File: config.mk
export PLATFORM = sky130hd
export DESIGN_NAME = regfile_write_demux
export DESIGN_NICKNAME = d
export VERILOG_FILES = /design/src/rtl/regfile_pkg.sv /design/src/rtl/decoder_5to32.sv /design/src/rtl/regfile_write_demux.sv
export SDC_FILE = /design/constraint.sdc
export NUM_CORES = 2
export LEC_CHECK = 0
export ABC_CLOCK_PERIOD_IN_PS = 4100
export CELL_PAD_IN_SITES_DETAIL_PLACEMENT = 0
export CELL_PAD_IN_SITES_GLOBAL_PLACEMENT = 1
export CORE_MARGIN = 2
export CORE_UTILIZATION = 56
export CTS_BUF_LIST = sky130_fd_sc_hd__clkbuf_16
export DETAILED_ROUTE_END_ITERATION = 7
export PLACE_DENSITY = 0.91
export SYNTH_ARGS = -nofsm -noshare
export SYNTH_HDL_FRONTEND = slang
export SYNTH_SLANG_ARGS = --single-unit
File: constraint.sdc
create_clock -name clk -period 4.1 [get_ports clk]
set_clock_uncertainty 0.1 [all_clocks]
set_input_delay 0.82 -clock clk [delete_from_list [all_inputs] [get_ports clk]]
set_output_delay 0.82 -clock clk [all_outputs]
set_load 0.005 [all_outputs]
File: src/rtl/regfile_pkg.sv
// Shared constants and FSM state type for the register-file write demux.
package regfile_pkg;

    localparam int NUM_REGS = 32;
    localparam int ADDR_W   = 5;
    localparam int CNT_W    = 16;

    typedef enum logic [1:0] {
        ST_IDLE = 2'd0,
        ST_PEND = 2'd1,
        ST_HOLD = 2'd2
    } wr_state_e;

endpackage

File: src/rtl/decoder_5to32.sv
// 5-to-32 one-hot decoder with enable; output is all zero when disabled.
module decoder_5to32 (
    input  logic        en,
    input  logic [4:0]  addr,
    output logic [31:0] onehot
);

    // Decode the address into a single asserted bit
    always_comb begin
        onehot = 32'd0;
        if (en) begin
            onehot = 32'd1 << addr;
        end else begin
            onehot = 32'd0;
        end
    end

endmodule

File: src/rtl/regfile_write_demux.sv
// Register file with a one-deep pending write stage, stall handling and commit counter.
// Optional macro REGFILE_WR_BYPASS_EN forwards pending data to the read port.
module regfile_write_demux
    import regfile_pkg::*;
#(
    parameter int DATA_W = 32
) (
    input  logic              clk,
    input  logic              rst_n,
    input  logic              wr_valid,
    output logic              wr_ready,
    input  logic [4:0]        wr_addr,
    input  logic [DATA_W-1:0] wr_data,
    input  logic              freeze,
    input  logic [4:0]        rd_addr,
    output logic [DATA_W-1:0] rd_data,
    output logic [31:0]       we_onehot,
    output logic [15:0]       commit_cnt,
    output logic              busy
);

    wr_state_e               state_r;
    wr_state_e               state_nxt_s;
    logic [ADDR_W-1:0]       pend_addr_r;
    logic [DATA_W-1:0]       pend_data_r;
    logic [CNT_W-1:0]        commit_cnt_r;
    logic [DATA_W-1:0]       regs_r [NUM_REGS];
    logic                    wr_ready_s;
    logic                    commit_s;
    logic                    count_s;
    logic                    accept_s;
    logic [31:0]             we_onehot_s;
    logic [DATA_W-1:0]       rd_data_s;

    // Next-state, handshake and commit decision
    always_comb begin
        state_nxt_s = state_r;
        wr_ready_s  = 1'b0;
        commit_s    = 1'b0;
        case (state_r)
            ST_IDLE: begin
                wr_ready_s = 1'b1;
                if (wr_valid) begin
                    state_nxt_s = ST_PEND;
                end else begin
                    state_nxt_s = ST_IDLE;
                end
            end
            ST_PEND: begin
                wr_ready_s = !freeze;
                if (freeze) begin
                    state_nxt_s = ST_HOLD;
                end else begin
                    commit_s = 1'b1;
                    if (wr_valid) begin
                        state_nxt_s = ST_PEND;
                    end else begin
                        state_nxt_s = ST_IDLE;
                    end
                end
            end
            ST_HOLD: begin
                wr_ready_s = 1'b0;
                if (freeze) begin
                    state_nxt_s = ST_HOLD;
                end else begin
                    commit_s    = 1'b1;
                    state_nxt_s = ST_IDLE;
                end
            end
            default: begin
                state_nxt_s = ST_IDLE;
            end
        endcase
    end

    assign accept_s = wr_valid & wr_ready_s;
    // Writes to index 0 are dropped: no enable, no count
    assign count_s  = commit_s & (pend_addr_r != 5'd0);

    decoder_5to32 u_dec (
        .en     (count_s),
        .addr   (pend_addr_r),
        .onehot (we_onehot_s)
    );

    // FSM state, pending slot and commit counter
    always_ff @(posedge clk or negedge rst_n) begin
        if (!rst_n) begin
            state_r      <= ST_IDLE;
            pend_addr_r  <= 5'd0;
            pend_data_r  <= '0;
            commit_cnt_r <= 16'd0;
        end else begin
            state_r <= state_nxt_s;
            if (accept_s) begin
                pend_addr_r <= wr_addr;
                pend_data_r <= wr_data;
            end
            if (count_s) begin
                commit_cnt_r <= commit_cnt_r + 16'd1;
            end
        end
    end

    // Register array; entry 0 is never written so it stays zero
    always_ff @(posedge clk or negedge rst_n) begin
        if (!rst_n) begin
            for (int i = 0; i < NUM_REGS; i++) begin
                regs_r[i] <= '0;
            end
        end else begin
            for (int i = 1; i < NUM_REGS; i++) begin
                if (we_onehot_s[i]) begin
                    regs_r[i] <= pend_data_r;
                end
            end
        end
    end

    // Combinational read port
    always_comb begin
        rd_data_s = regs_r[rd_addr];
`ifdef REGFILE_WR_BYPASS_EN
        if ((state_r != ST_IDLE) && (rd_addr == pend_addr_r) && (pend_addr_r != 5'd0)) begin
            rd_data_s = pend_data_r;
        end else begin
            rd_data_s = regs_r[rd_addr];
        end
`else
        rd_data_s = regs_r[rd_addr];
`endif
    end

    assign wr_ready   = wr_ready_s;
    assign we_onehot  = we_onehot_s;
    assign commit_cnt = commit_cnt_r;
    assign busy       = (state_r != ST_IDLE);
    assign rd_data    = rd_data_s;

endmodule

# Word-level counts from Yosys, hierarchy flattened
# Cells that the tools add are included.
[word_totals]
ff_bits = 1047
latchBits = 0
mem_bits_rw = 0
rom_bits = 0
wordCells = 59
memories = 0
[classes]
add_sub_neg = 1
mul = 0
div_mod_pow = 0
n_lt_le_gt_ge = 1
eq_ne = 2
shift = 1
muxes = 11
bitwise = 3
reduce_logical = 5
[ops]
columns = ["cell", "count"]
rows = [
  ["32-bit binary-select mux with 5-bit select", 1],
  ["32-bit two-way mux", 3],
  ["1-bit by 5-bit left shift with 32-bit output (first input constant)", 1],
  ["16-bit by 1-bit adder with 16-bit output (second input constant)", 1],
  ["6-bit >= comparator (second input constant)", 1],
  ["5-bit NOT with 6-bit output", 1],
  ["2-bit one-hot mux with 3 select lines", 1],
  ["5-bit nonzero test", 1],
  ["2-bit two-way mux", 2],
  ["1-bit two-way mux", 3],
  ["1-bit AND", 2],
  ["2-bit by 1-bit equality test with 1-bit output (second input constant)", 1],
  ["2-bit equality test (second input constant)", 1],
  ["2-bit zero test", 1],
  ["1-bit one-hot mux with 2 select lines", 1],
  ["2-bit nonzero test", 1],
  ["2-bit OR reduction", 1],
  ["1-bit zero test", 1],
]

# Depth between registers and ports, before layout
[depth]
depth_word = 5
mapped_depth = 9
ltp_nobuf = 6

# Cells and area by module
# From an unflattened synthesis, not the netlist that was laid out.
[unflattened]
cells_unflattened = 3094
area_unflattened_um2 = 47415.5
[modules_own_cells]
columns = ["module", "instances", "cells_each", "area_each_um2", "seq_area_each_um2"]
rows = [
  ["regfile_write_demux", 1, 3047, 47181.5, 26200.1],
  ["decoder_5to32", 1, 47, 234.0, 0.0],
]

# Worst setup path before layout
# No wires, ideal clock.
[synth_timing]
kind = "input to output"
start = "input port rd_addr[0]"
end = "output port rd_data[16]"
arrival_time_ns = 2.377
required_ns = 3.180
path_slack_ns = 0.803
path_stages = 7
path_buffers = 3
cell_sequence = "buf_4 -> buf_4 -> buf_2 -> mux4_2 -> a22o_1 -> o21ai_0 -> o31ai_1"
[synth_via]
elab_chain_len = 4
[synth_rtl]
columns = ["item", "line_no", "rtl"]
rows = [
  ["start: declaration", "regfile_write_demux.sv:15", "input logic [4:0] rd_addr,"],
  ["5-bit NOT with 6-bit output (implied by the code)", "regfile_write_demux.sv:131", "rd_data_s = regs_r[rd_addr];"],
  ["32-bit binary-select mux with 5-bit select", "regfile_write_demux.sv:131", ""],
  ["32-bit two-way mux (implied by the code) (2 in series)", "regfile_write_demux.sv:131", ""],
  ["end: declaration", "regfile_write_demux.sv:16", "output logic [DATA_W-1:0] rd_data,"],
]
# Every way passes these cells. The select of a mux whose other input is x is not followed.

# Worst setup path in the final report
[layout_timing]
start = "input port rd_addr[1]"
end = "output port rd_data[5]"
# The elaborated chain is that of the path after synthesis.

==> results.py <==
metrics = {
    "power": {
        "p_clk_frac": 0.316,
        "vdd_drop_max_uv": 388,
        "cell_internal_pwr_uw": 22500,
        "netSwitchingPower_uw": 8640,
        "p_comb_frac": 0.192,
        "netSwitchingFraction": 0.277,
        "powerDensity_mw_per_mm2": 574,
        "leakagePower_uw": 0.0258,
        "power_frac_seq": 0.493,
    },
    "clock_tree": {
        "clkSinkCount": 1047,
        "postCtsSetupRepairBufs": 0,
        "clkLatencyLatePin_ns": 0.67,
        "ctsResizeCount": 5,
        "clk_path_buf_depth": 3,
        "numCtsBuffers": 108,
        "cts_tree": "built",
        "cts_hold_buffers": 0,
        "cts_root_buf": "clkbuf_16",
        "htreeDepth": 3,
        "clk_pin_slew_ns": 0.05,
    },
    "route": {
        "num_vias": 28100,
        "drt_wl_total_um": 122000,
        "antenna_left": 0,
        "drt_first_pass_iters": 7,
        "via_per_inst": 6.38,
        "avgRoutedWirePerCell_um": 27.8,
        "drcViolationCount": 0,
        "drt_iter0_markers": 2233,
    },
    "run_status": {
        "status": "finished, final reports clean",
    },
    "timing": {
        "fin_setup_tns_ns": 0,
        "finalCritPeriodShare": 0.981,
        "maxSlewViolCount": 0,
        "tightest_slew_ns": 1.02,
        "hold_viol": 0,
        "setup_violations": 0,
        "max_freq_ghz": 0.249,
        "rsz0062_at_grt": "false",
        "fin_crit_ns": 4.02,
        "slew_headroom": 0.322,
    },
    "critical_path": {
        "cpMostUsedCell": "buf_4",
        "critPathSlowestCell": "a211oi_1",
        "cp_max_fo": 12,
        "critical-path-max-stage-delay_ns": 0.47,
        "cp_cell_sequence": "buf_4 -> nand2b_2 -> buf_4 -> o22ai_1 -> a211oi_1 -> o31ai_1 -> buf_4 -> clkdlybuf4s50_1",
        "crit_path_end_kind": "output port",
        "crit_required_ns": 3.18,
        "worstSetupStartpointType": "input port",
        "worstSetupPathType": "in2out",
        "cp.arrival_ns": 3.10,
    },
    "final_layout": {
        "antenna-diode-count": 0,
        "utilization": 0.647,
        "multi_input_area_mm2": 0.0200,
        "layout.cells.non_filler": 4401,
        "fill_cells": 5755,
        "ff_latch_area_mm2": 0.0262,
        "layout-drive-gt1-share": 0.453,
        "area_growth_pct": 14.3,
        "nNetsFinal": 3232,
    },
    "place": {
        "hpwlAfterDp_um": 70700,
        "port_buffers": 126,
        "place_congestion": 0.771,
        "dp_cells": 4206,
    },
    "synthesis": {
        "synth_nets": 3148,
        "syn_area_per_cell_um2": 15.3,
        "synth_edf_count": 0,
        "synth_ff_type": "dfrtp_1",
        "synthArstFlopShare": 1.00,
        "syn_inst": 3097,
        "synth_seq_cells": 1047,
        "ys_seq_area_frac": 0.552,
        "netlist_area_mm2": 0.0475,
        "synth.distinct_cells": 42,
        "yosysWarnings": 32,
    },
    "die": {
        "die_area_mm2": 0.0871,
        "rows": 106,
        "coreArea_mm2": 0.0838,
        "start_util": 0.566,
        "die_height_um": 295,
        "io_pins": 128,
        "die_w_um": 295,
    },
    "grt": {
        "antenna_found_initial": 0,
        "grt_pass1_vias": 30700,
        "overflow": 0,
        "grt_max_degree": 105,
        "grt_usage": 0.288,
        "grt_pass1_wl_um": 189000,
    },
    "flow_run": {
        "max-cap-violations": 0,
    },
    "hold_path": {
        "hold_class": "in2async",
    },
}
worst paths after layout:
kind	startpoint	end	slack, ns	depth (start not counted)
worst min-delay path	rst_n	commit_cnt[12]	0.18	1
worst max register to register	state_r[1]	regs_r[587]	1.09	7
min in group clk	commit_cnt[15]	commit_cnt[15]	0.37	1
worst min register to register	commit_cnt[15]	commit_cnt[15]	0.37	1
worst max-delay path	rd_addr[1]	rd_data[5]	0.08	8
max in group asynchronous	rst_n	regs_r[714]	2.50	2
registers in the layout, indices dropped and copies added (netlist names):
signal,flops
regs_r,992
pend_data_r,32
pend_addr_r,5
state_r,2
commit_cnt,16
cells in the mapped netlist, types with 2 or more instances:
library cell	number	area, um2
nand4_1	2	12.5
nand3_1	7	35.0
and2_1	34	213
nor3b_2	2	25.0
mux4_2	192	4320
buf_4	10	75.1
o21ai_0	33	165
nand2b_1	3	18.8
mux2_2	916	10300
xor2_1	11	96.3
mux2_1	145	1630
ha_1	5	62.6
nor2_1	24	90.1
nor2b_1	6	37.5
xnor2_1	4	35.0
or2_1	5	31.3
nand2_1	21	78.8
mux2i_1	98	981
a22o_1	95	832
buf_2	125	626
nor3_1	6	30.0
a211oi_1	32	240
and4_1	2	17.5
inv_1	22	82.6
dfrtp_1	1047	26200
nor3b_1	2	15.0
o31ai_1	32	240
o22ai_1	32	200
nor3_2	2	20.0
clkbuf_1	170	638
per-stage QoR:
step           power (uW)  cell area, um2  worst slack, ns  hold slack, ns
6_report            31200           54200           0.0793           0.185
2_1_floorplan       19100           47500            0.803           0.359
3_3_place_gp        20700           50700          -0.0104           0.357
4_1_cts             31300           54200           0.0404           0.208
3_5_place_dp        21400           50700          -0.0232           0.359
5_1_grt             32500           54200           0.0143           0.243
power by group through the flow:
| stage | clock network, uW | registers [uW] | logic, uW |
|---|---|---|---|
| floorplan | 0 | 14100 | 4930 |
| global placement | 0 | 15000 | 5650 |
| detailed placement | 0 | 15400 | 5960 |
| CTS | 9950 | 15300 | 6020 |
| global route | 10400 | 15700 | 6420 |
| finish | 9830 | 15400 | 5970 |
worst max-delay path: cells and delay by family:
family / cells / cell delay, ns
buffers and inverters: 4 / 1.12
AND/OR/NAND/NOR: 1 / 0.44
AO/OA/AOI/OAI: 3 / 0.70
cells by family after synthesis:
family,share of synthesized area
AO/OA/AOI/OAI,0.0361
XOR/XNOR,0.00277
adder cells (fa/ha/maj),0.00132
buffers and inverters,0.0303
flip-flops,0.552
multiplexers,0.363
other,0.0000790
AND/OR/NAND/NOR,0.0139
cell usage in the layout, fill, tap and decap left out, drive strengths merged, types with 32 or more instances in the layout:
cell type,instances
inv,41
o31ai,32
mux2,1061
and2,34
o22ai,32
clkbuf,113
clkinv,46
mux2i,98
clkdlybuf4s50,120
mux4,192
a211oi,32
buf,160
o21ai,34
dfrtp,1047
a22o,95
metal layers:
| metal | routed length (um) | GRT usage | vias to the layer above | share of wire |
|---|---|---|---|---|
| met5 | 0 | 0 | - | 0 |
| met4 | 4170 | 0.101 | 0 | 0.034 |
| met3 | 6870 | 0.0448 | 247 | 0.056 |
| met2 | 61200 | 0.486 | 936 | 0.50 |
| met1 | 49900 | 0.382 | 15300 | 0.41 |
| li1 | - | - | 11600 | - |
final cells by class:
class,count,share of cell area
Timing Repair Buffer,281,0.0544
Inverter,22,0.00152
Clock inverter,84,0.0139
Sequential cell,1047,0.483
Tap cell,1134,0.0262
Clock buffer,112,0.0517
Multi-Input combinational cell,1721,0.369
No activity file was read; power rests on OpenSTA's default activity.
